[config.mk]
export PLATFORM = sky130hd
export DESIGN_NAME = bp_fe_icache_data_fill
export DESIGN_NICKNAME = d
export VERILOG_FILES = /design/src/rtl/bp_fe_icache_data_fill.sv
export SDC_FILE = /design/constraint.sdc
export NUM_CORES = 1
export LEC_CHECK = 0
export BUFFER_PORTS_ARGS = -buffer_cell sky130_fd_sc_hd__clkbuf_2
export CAP_MARGIN = 20
export CORE_AREA = 2 2 240 242
export CTS_CLUSTER_SIZE = 30
export DETAILED_ROUTE_END_ITERATION = 16
export DIE_AREA = 0 0 242 244
export GPL_TIMING_DRIVEN = 0
export PLACE_DENSITY = 0.6
export SETUP_SLACK_MARGIN = 0.4
export SLEW_MARGIN = 0
export SYNTH_ARGS = -nofsm -noshare
export SYNTH_HDL_FRONTEND = slang
export SYNTH_SLANG_ARGS = --single-unit
[constraint.sdc]
create_clock -name clk_i -period 5.8 [get_ports clk_i]
set_input_delay 0.58 -clock clk_i [delete_from_list [all_inputs] [get_ports clk_i]]
set_output_delay 0.58 -clock clk_i [all_outputs]
set_load 0.02 [all_outputs]
[src/rtl/bp_fe_icache_data_fill.sv]
// I-cache data-array fill sequencer: buffers one full-block fill packet and
// streams it into the banked data array one bank word per granted cycle.
module bp_fe_icache_data_fill #(
  parameter int lce_sets_p       = 64,
  parameter int ways_p           = 8,
  parameter int lce_data_width_p = 512,
  parameter int data_width_p     = 64,
  localparam int lg_lce_sets_lp  = $clog2(lce_sets_p),
  localparam int lg_ways_lp      = $clog2(ways_p),
  localparam int num_banks_lp    = lce_data_width_p / data_width_p,
  localparam int lg_banks_lp     = $clog2(num_banks_lp),
  localparam int pkt_width_lp    = lg_lce_sets_lp + lg_ways_lp + lce_data_width_p + 1
) (
  input  logic                      clk_i,
  input  logic                      reset_n_i,
  input  logic [pkt_width_lp-1:0]   data_mem_pkt_i,
  input  logic                      data_mem_pkt_v_i,
  output logic                      data_mem_pkt_yumi_o,
  output logic                      data_mem_v_o,
  output logic [lg_lce_sets_lp-1:0] data_mem_index_o,
  output logic [lg_ways_lp-1:0]     data_mem_way_o,
  output logic [lg_banks_lp-1:0]    data_mem_bank_o,
  output logic [data_width_p-1:0]   data_mem_data_o,
  input  logic                      data_mem_yumi_i,
  output logic                      fill_done_o,
  output logic                      busy_o,
  output logic [lg_lce_sets_lp-1:0] busy_index_o,
  output logic [lg_ways_lp-1:0]     busy_way_o
);

  typedef enum logic {IDLE, WRITE} state_e;

  state_e                                   state;
  logic [lg_banks_lp-1:0]                   cnt;
  logic [num_banks_lp-1:0][data_width_p-1:0] blk;
  logic [lg_lce_sets_lp-1:0]                idx_r;
  logic [lg_ways_lp-1:0]                    way_r;

  logic                        pkt_we;
  logic [lce_data_width_p-1:0] pkt_data;
  logic [lg_ways_lp-1:0]       pkt_way;
  logic [lg_lce_sets_lp-1:0]   pkt_index;
  logic                        last_write;
  logic                        load;

  assign pkt_we    = data_mem_pkt_i[0];
  assign pkt_data  = data_mem_pkt_i[lce_data_width_p:1];
  assign pkt_way   = data_mem_pkt_i[lce_data_width_p+1 +: lg_ways_lp];
  assign pkt_index = data_mem_pkt_i[lce_data_width_p+1+lg_ways_lp +: lg_lce_sets_lp];

  assign last_write = (state == WRITE) && data_mem_yumi_i
                      && (cnt == lg_banks_lp'(num_banks_lp - 1));

  // Accepting on the last granted write lets the next block start with no bubble.
  assign data_mem_pkt_yumi_o = reset_n_i && data_mem_pkt_v_i
                               && ((state == IDLE) || last_write);
  assign load = data_mem_pkt_yumi_o && pkt_we;

  always_ff @(posedge clk_i or negedge reset_n_i) begin
    if (!reset_n_i) begin
      state <= IDLE;
      cnt   <= '0;
      blk   <= '0;
      idx_r <= '0;
      way_r <= '0;
    end else if (load) begin
      state <= WRITE;
      cnt   <= '0;
      blk   <= pkt_data;
      idx_r <= pkt_index;
      way_r <= pkt_way;
    end else if (last_write) begin
      // Clearing the buffer on exit keeps every write output at zero while idle.
      state <= IDLE;
      cnt   <= '0;
      blk   <= '0;
      idx_r <= '0;
      way_r <= '0;
    end else if ((state == WRITE) && data_mem_yumi_i) begin
      cnt <= cnt + 1'b1;
    end
  end

  assign data_mem_v_o     = (state == WRITE);
  assign data_mem_index_o = idx_r;
  assign data_mem_way_o   = way_r;
  assign data_mem_bank_o  = cnt;
  assign data_mem_data_o  = blk[cnt];
  assign fill_done_o      = last_write;
  assign busy_o           = (state == WRITE);
  assign busy_index_o     = idx_r;
  assign busy_way_o       = way_r;

endmodule

After elaboration in Yosys (flattened, before gate mapping)
Cells that the tools add are included.

cells by class
  add/subtract/negate cells = 1
  order comparisons = 1
  equality and inequality tests = 1
  mux-type cells = 13
  bitwise operators = 1
  reduce and logical (&&, ||, !) cells = 8

operators with widths
  operator                                                     number
  two-way mux 512 bit                                          2
  binary-select mux 64 bit (select 3 bit)                      1
  two-way mux 64 bit                                           1
  two-way mux 3 bit                                            5
  two-way mux 6 bit                                            2
  logical AND 1 bit                                            5
  less-than comparator 3 x 4 -> 1 bit (second input constant)  1
  adder 3 x 1 -> 3 bit (second input constant)                 1
  == test 3 bit (second input constant)                        1
  nonzero test 3 bit                                           1
  two-way mux 1 bit                                            2
  nonzero test 2 bit                                           1
  logical OR 1 bit                                             1
  inverter 1 bit                                               1

storage, ports and cells
  register bits = 525
  output and inout bits = 89
  logic and storage cells = 37

Longest topological paths before layout
  depth in word-level cells = 6
  gate-level depth with buffers = 8

Worst setup path after synthesis
No wires, ideal clock.

  path kind = reg-to-output
  start = register cnt[0], in the netlist data_mem_bank_o[0]
  end = output data_mem_data_o[0]
  data arrival time = 1.790 ns
  required time = 5.220 ns
  slack = 3.430 ns
  stages on the path, launching flop included = 6
  path buffers = 3
  path through = dfrtp_1 -> clkbuf_1 -> buf_6 -> buf_6 -> mux4_2 -> mux2_2

on the way
  word-level cells in the longest chain between the ends = 2

ends and longest elaborated chain
  item                                      RTL line  source
  start, declared                           34        logic [lg_banks_lp-1:0] cnt;
  start signal, assigned                    80        cnt <= cnt + 1'b1;
  binary-select mux 64 bit (select 3 bit)   88        assign data_mem_data_o = blk[cnt];
  two-way mux 64 bit (not written as such)  88
  end, declared                             23        output logic [data_width_p-1:0] data_mem_data_o,

Every way passes these cells. The select of a mux whose other input is x is not followed.

Worst setup path after layout
  start = register cnt[2], in the netlist data_mem_bank_o[2]
  end = output data_mem_data_o[27]

The elaborated chain is that of the path after synthesis.

==> results.toml <==
[cells_and_area]
postLayoutCoreUtil_pct = 50.6
fillers = 4943
syn2layout_area_growth_pct = 27.6
nets = 2629
fin_cells = 2927
drive_gt1_share_pct = 47.9

[grt]
first_global_vias = 18200
grt-ovfl-total = 0
antenna_found_initial = 38
grt_use_met3_pct = 7.33
grtUsageTotal_pct = 28.0
grt_max_degree = 118
busiest_layer = "met2"
grt_pass1_wl_mm = 122
grtUsageMet1_pct = 37.0
use_met2_pct = 44.0

[detailed_routing]
antenna_left = 0
first_pass_iters = 5
wl_mm = 84.1
drt_iter0_markers = 1232
drc = 0
wl_per_cell_um = 28.7
viasPerCell = 5.87
via_count = 17200

[synthesis]
ys_seq_elements = 525
ys.flop_type = "dfrtp_1"
syn_nets = 1947
yosysWarningCount = 0
synth_top_area_cell = "dfrtp_1"
syn_area_per_cell_um2 = 15.7
syn_inst = 1419
yosysMostFrequentCell = "dfrtp_1"
synth-edff-count = 0
synth.top_cell.area_share_pct = 58.9
yosysSeqAreaShare_pct = 58.9
synthDistinctLibCells = 20
ys_top_cells_by_count = "dfrtp_1 (525), a22o_1 (521), mux4_2 (128), buf_2 (106), mux2_2 (64)"
ys_top_cells_by_area = "dfrtp_1 (59%), a22o_1 (20%), mux4_2 (13%)"
syn_area_um2 = 22300
async_flop_share_pct = 100

[worst_setup_path]
r2r_start = "data_mem_bank_o[1]"
cp_max_fo = 10
cp.required_ns = 5.22
cp_data_arrival_time_ns = 3.20
crit_type = "reg -> out"
crit_path_start_kind = "flip-flop"
reg2reg_to = "blk[318]"
r2r_cells = 8
reg2reg_slack_ns = 2.73
cp-end-kind = "output port"

[power_and_ir_drop]
irDropWorstVdd_mv = 0.273
power_density_nw_per_um2 = 569
p_total_mw = 16.2
leakage_nw = 14.4

[floorplanning]
core_um2 = 56200
initial_utilization_pct = 39.7
die-area_um2 = 59000
num_rows = 87
io_pins = 615
die_w_um = 242
dieHeight_um = 244

[timing]
fmax_mhz = 265
rsz0062_at_grt = "false"
setup_viol = 0
fin_crit_ns = 3.78
tightestPinTransition_ns = 0.847
period_share_pct = 65.2
tns_ns = 0
relSlewSlack_pct = 43.5
skew_ns = 0.0145
finalMaxSlewViolations = 0
final_hold_viol_count = 0

[placement]
dp.cells = 2796
io_buffers = 614
dpl.hpwl_mm = 61.4
gp_congestion = 0.890

[clock_network]
tritoncts = "yes"
postCtsResizedCells = 0
clk_pin_slew_ns = 0.06
cts_root_buf = "clkbuf_16"
cts.htree.levels = 2
worstSkewPairLatency_ns = 0.61
postCtsSetupBuffers = 0
ctsHoldBuffers = 1
cts_made_buffers = 58
clock_path_buffers = 3
cts_sinks = 525

[job]
max_cap_viol_count = 0

[worst_hold_path]
min_path_type = "in -> reg"
hold_depth = 2
min_to = "blk[510]"
hp-start = "data_mem_pkt_i[511]"

[outcome]
status = "complete, no violations"
==> final cells by class <==
type                            count  area [um^2]  share of cell area [%]
Antenna cell                       28         70.1                   0.246
Buffer                            162          861                    3.03
Clock buffer                       90         1770                    6.21
Clock inverter                     12          116                   0.409
Inverter                            2         7.51                  0.0264
Multi-Input combinational cell    730         8280                    29.1
Sequential cell                   525        13100                    46.2
Tap cell                          756          946                    3.33
Timing Repair Buffer              622         3260                    11.5
==> worst max-delay path by stage <==
| stage | startpoint | end | slack [ns] |
|---|---|---|---|
| 6_report | data_mem_bank_o[2] | data_mem_data_o[27] | 2.02 |
| 4_1_cts | data_mem_bank_o[2] | data_mem_data_o[39] | 1.95 |
| 2_1_floorplan | data_mem_bank_o[0] | data_mem_data_o[0] | 3.43 |
| 3_3_place_gp | reset_n_i | blk[318] | -9.14 |
| 5_1_grt | reset_n_i | blk[317] | 1.88 |
| 3_5_place_dp | reset_n_i | blk[318] | 2.14 |
==> worst max-delay path, cell delays in order (launching register included) <==
cell	delay, ns
dfrtp_1	0.42
clkbuf_1	0.42
buf_8	0.23
clkbuf_1	0.60
mux4_2	0.40
mux2_2	0.33
clkbuf_2	0.17
==> kinds of logic (layout without fill, tap and decap cells) <==
kind of cell	Yosys count	after routing	share of synthesized area, %
AOI/OAI and AO/OA	526	526	20.7
DFF	525	525	58.9
muxes	192	192	16.2
buffers and inverters	164	888	3.90
and+or+nand+nor	10	10	0.213
adders and majority gates	2	2	0.112
other	0	28	0
==> stage by stage <==
stage	cell area [um^2]	setup slack, ns	hold slack (ns)
finish	28400	2.02	0.186
CTS	28400	1.95	0.157
global placement	26300	-9.14	0.477
floorplan	22300	3.43	0.284
global route	28400	1.88	0.163
detailed placement	26500	2.14	0.476
==> metal layers <==
metal | vias to the layer above | share of wire, %
met5 | - | 0.15
met1 | 9032 | 40
li1 | 7100 | -
met3 | 171 | 8.5
met4 | 20 | 3.7
met2 | 866 | 48
==> where the power goes <==
group          internal, mW  leakage [nW]  switching (mW)  total (mW)
sequential             5.28          6.82           0.970        6.25
clock                  2.16         0.928            1.53        3.69
combinational          3.30          6.68            2.94        6.24
==> registers in the layout (all words and copies together) (netlist names) <==
signal / count
busy_o: 1
data_mem_bank_o: 3
busy_index_o: 6
busy_way_o: 3
blk: 512
==> cells in the final DEF, fill, tap and decap left out <==
cell / synthesis / final
nor2b_1: 1 / 1
clkbuf_1: 32 / 48
clkbuf_16: 0 / 61
inv_1: 2 / 2
buf_2: 106 / 106
nor3_1: 1 / 1
clkinv_4: 0 / 1
clkbuf_8: 0 / 14
clkinv_2: 0 / 8
nand3_1: 1 / 1
diode_2: 0 / 28
mux2_2: 64 / 64
buf_6: 11 / 11
a22o_1: 521 / 521
o21bai_1: 1 / 1
dfrtp_1: 525 / 525
o21ba_2: 1 / 1
buf_1: 3 / 3
and3_1: 2 / 2
clkinvlp_4: 0 / 1
buf_8: 0 / 2
mux4_2: 128 / 128
o32ai_1: 2 / 2
a21bo_1: 1 / 1
ha_1: 2 / 2
buf_16: 0 / 5
nand2_1: 5 / 5
clkbuf_2: 0 / 613
buf_4: 10 / 10
bufinv_16: 0 / 2
dlygate4sd3_1: 0 / 1
(Power assumes the default switching activity.)
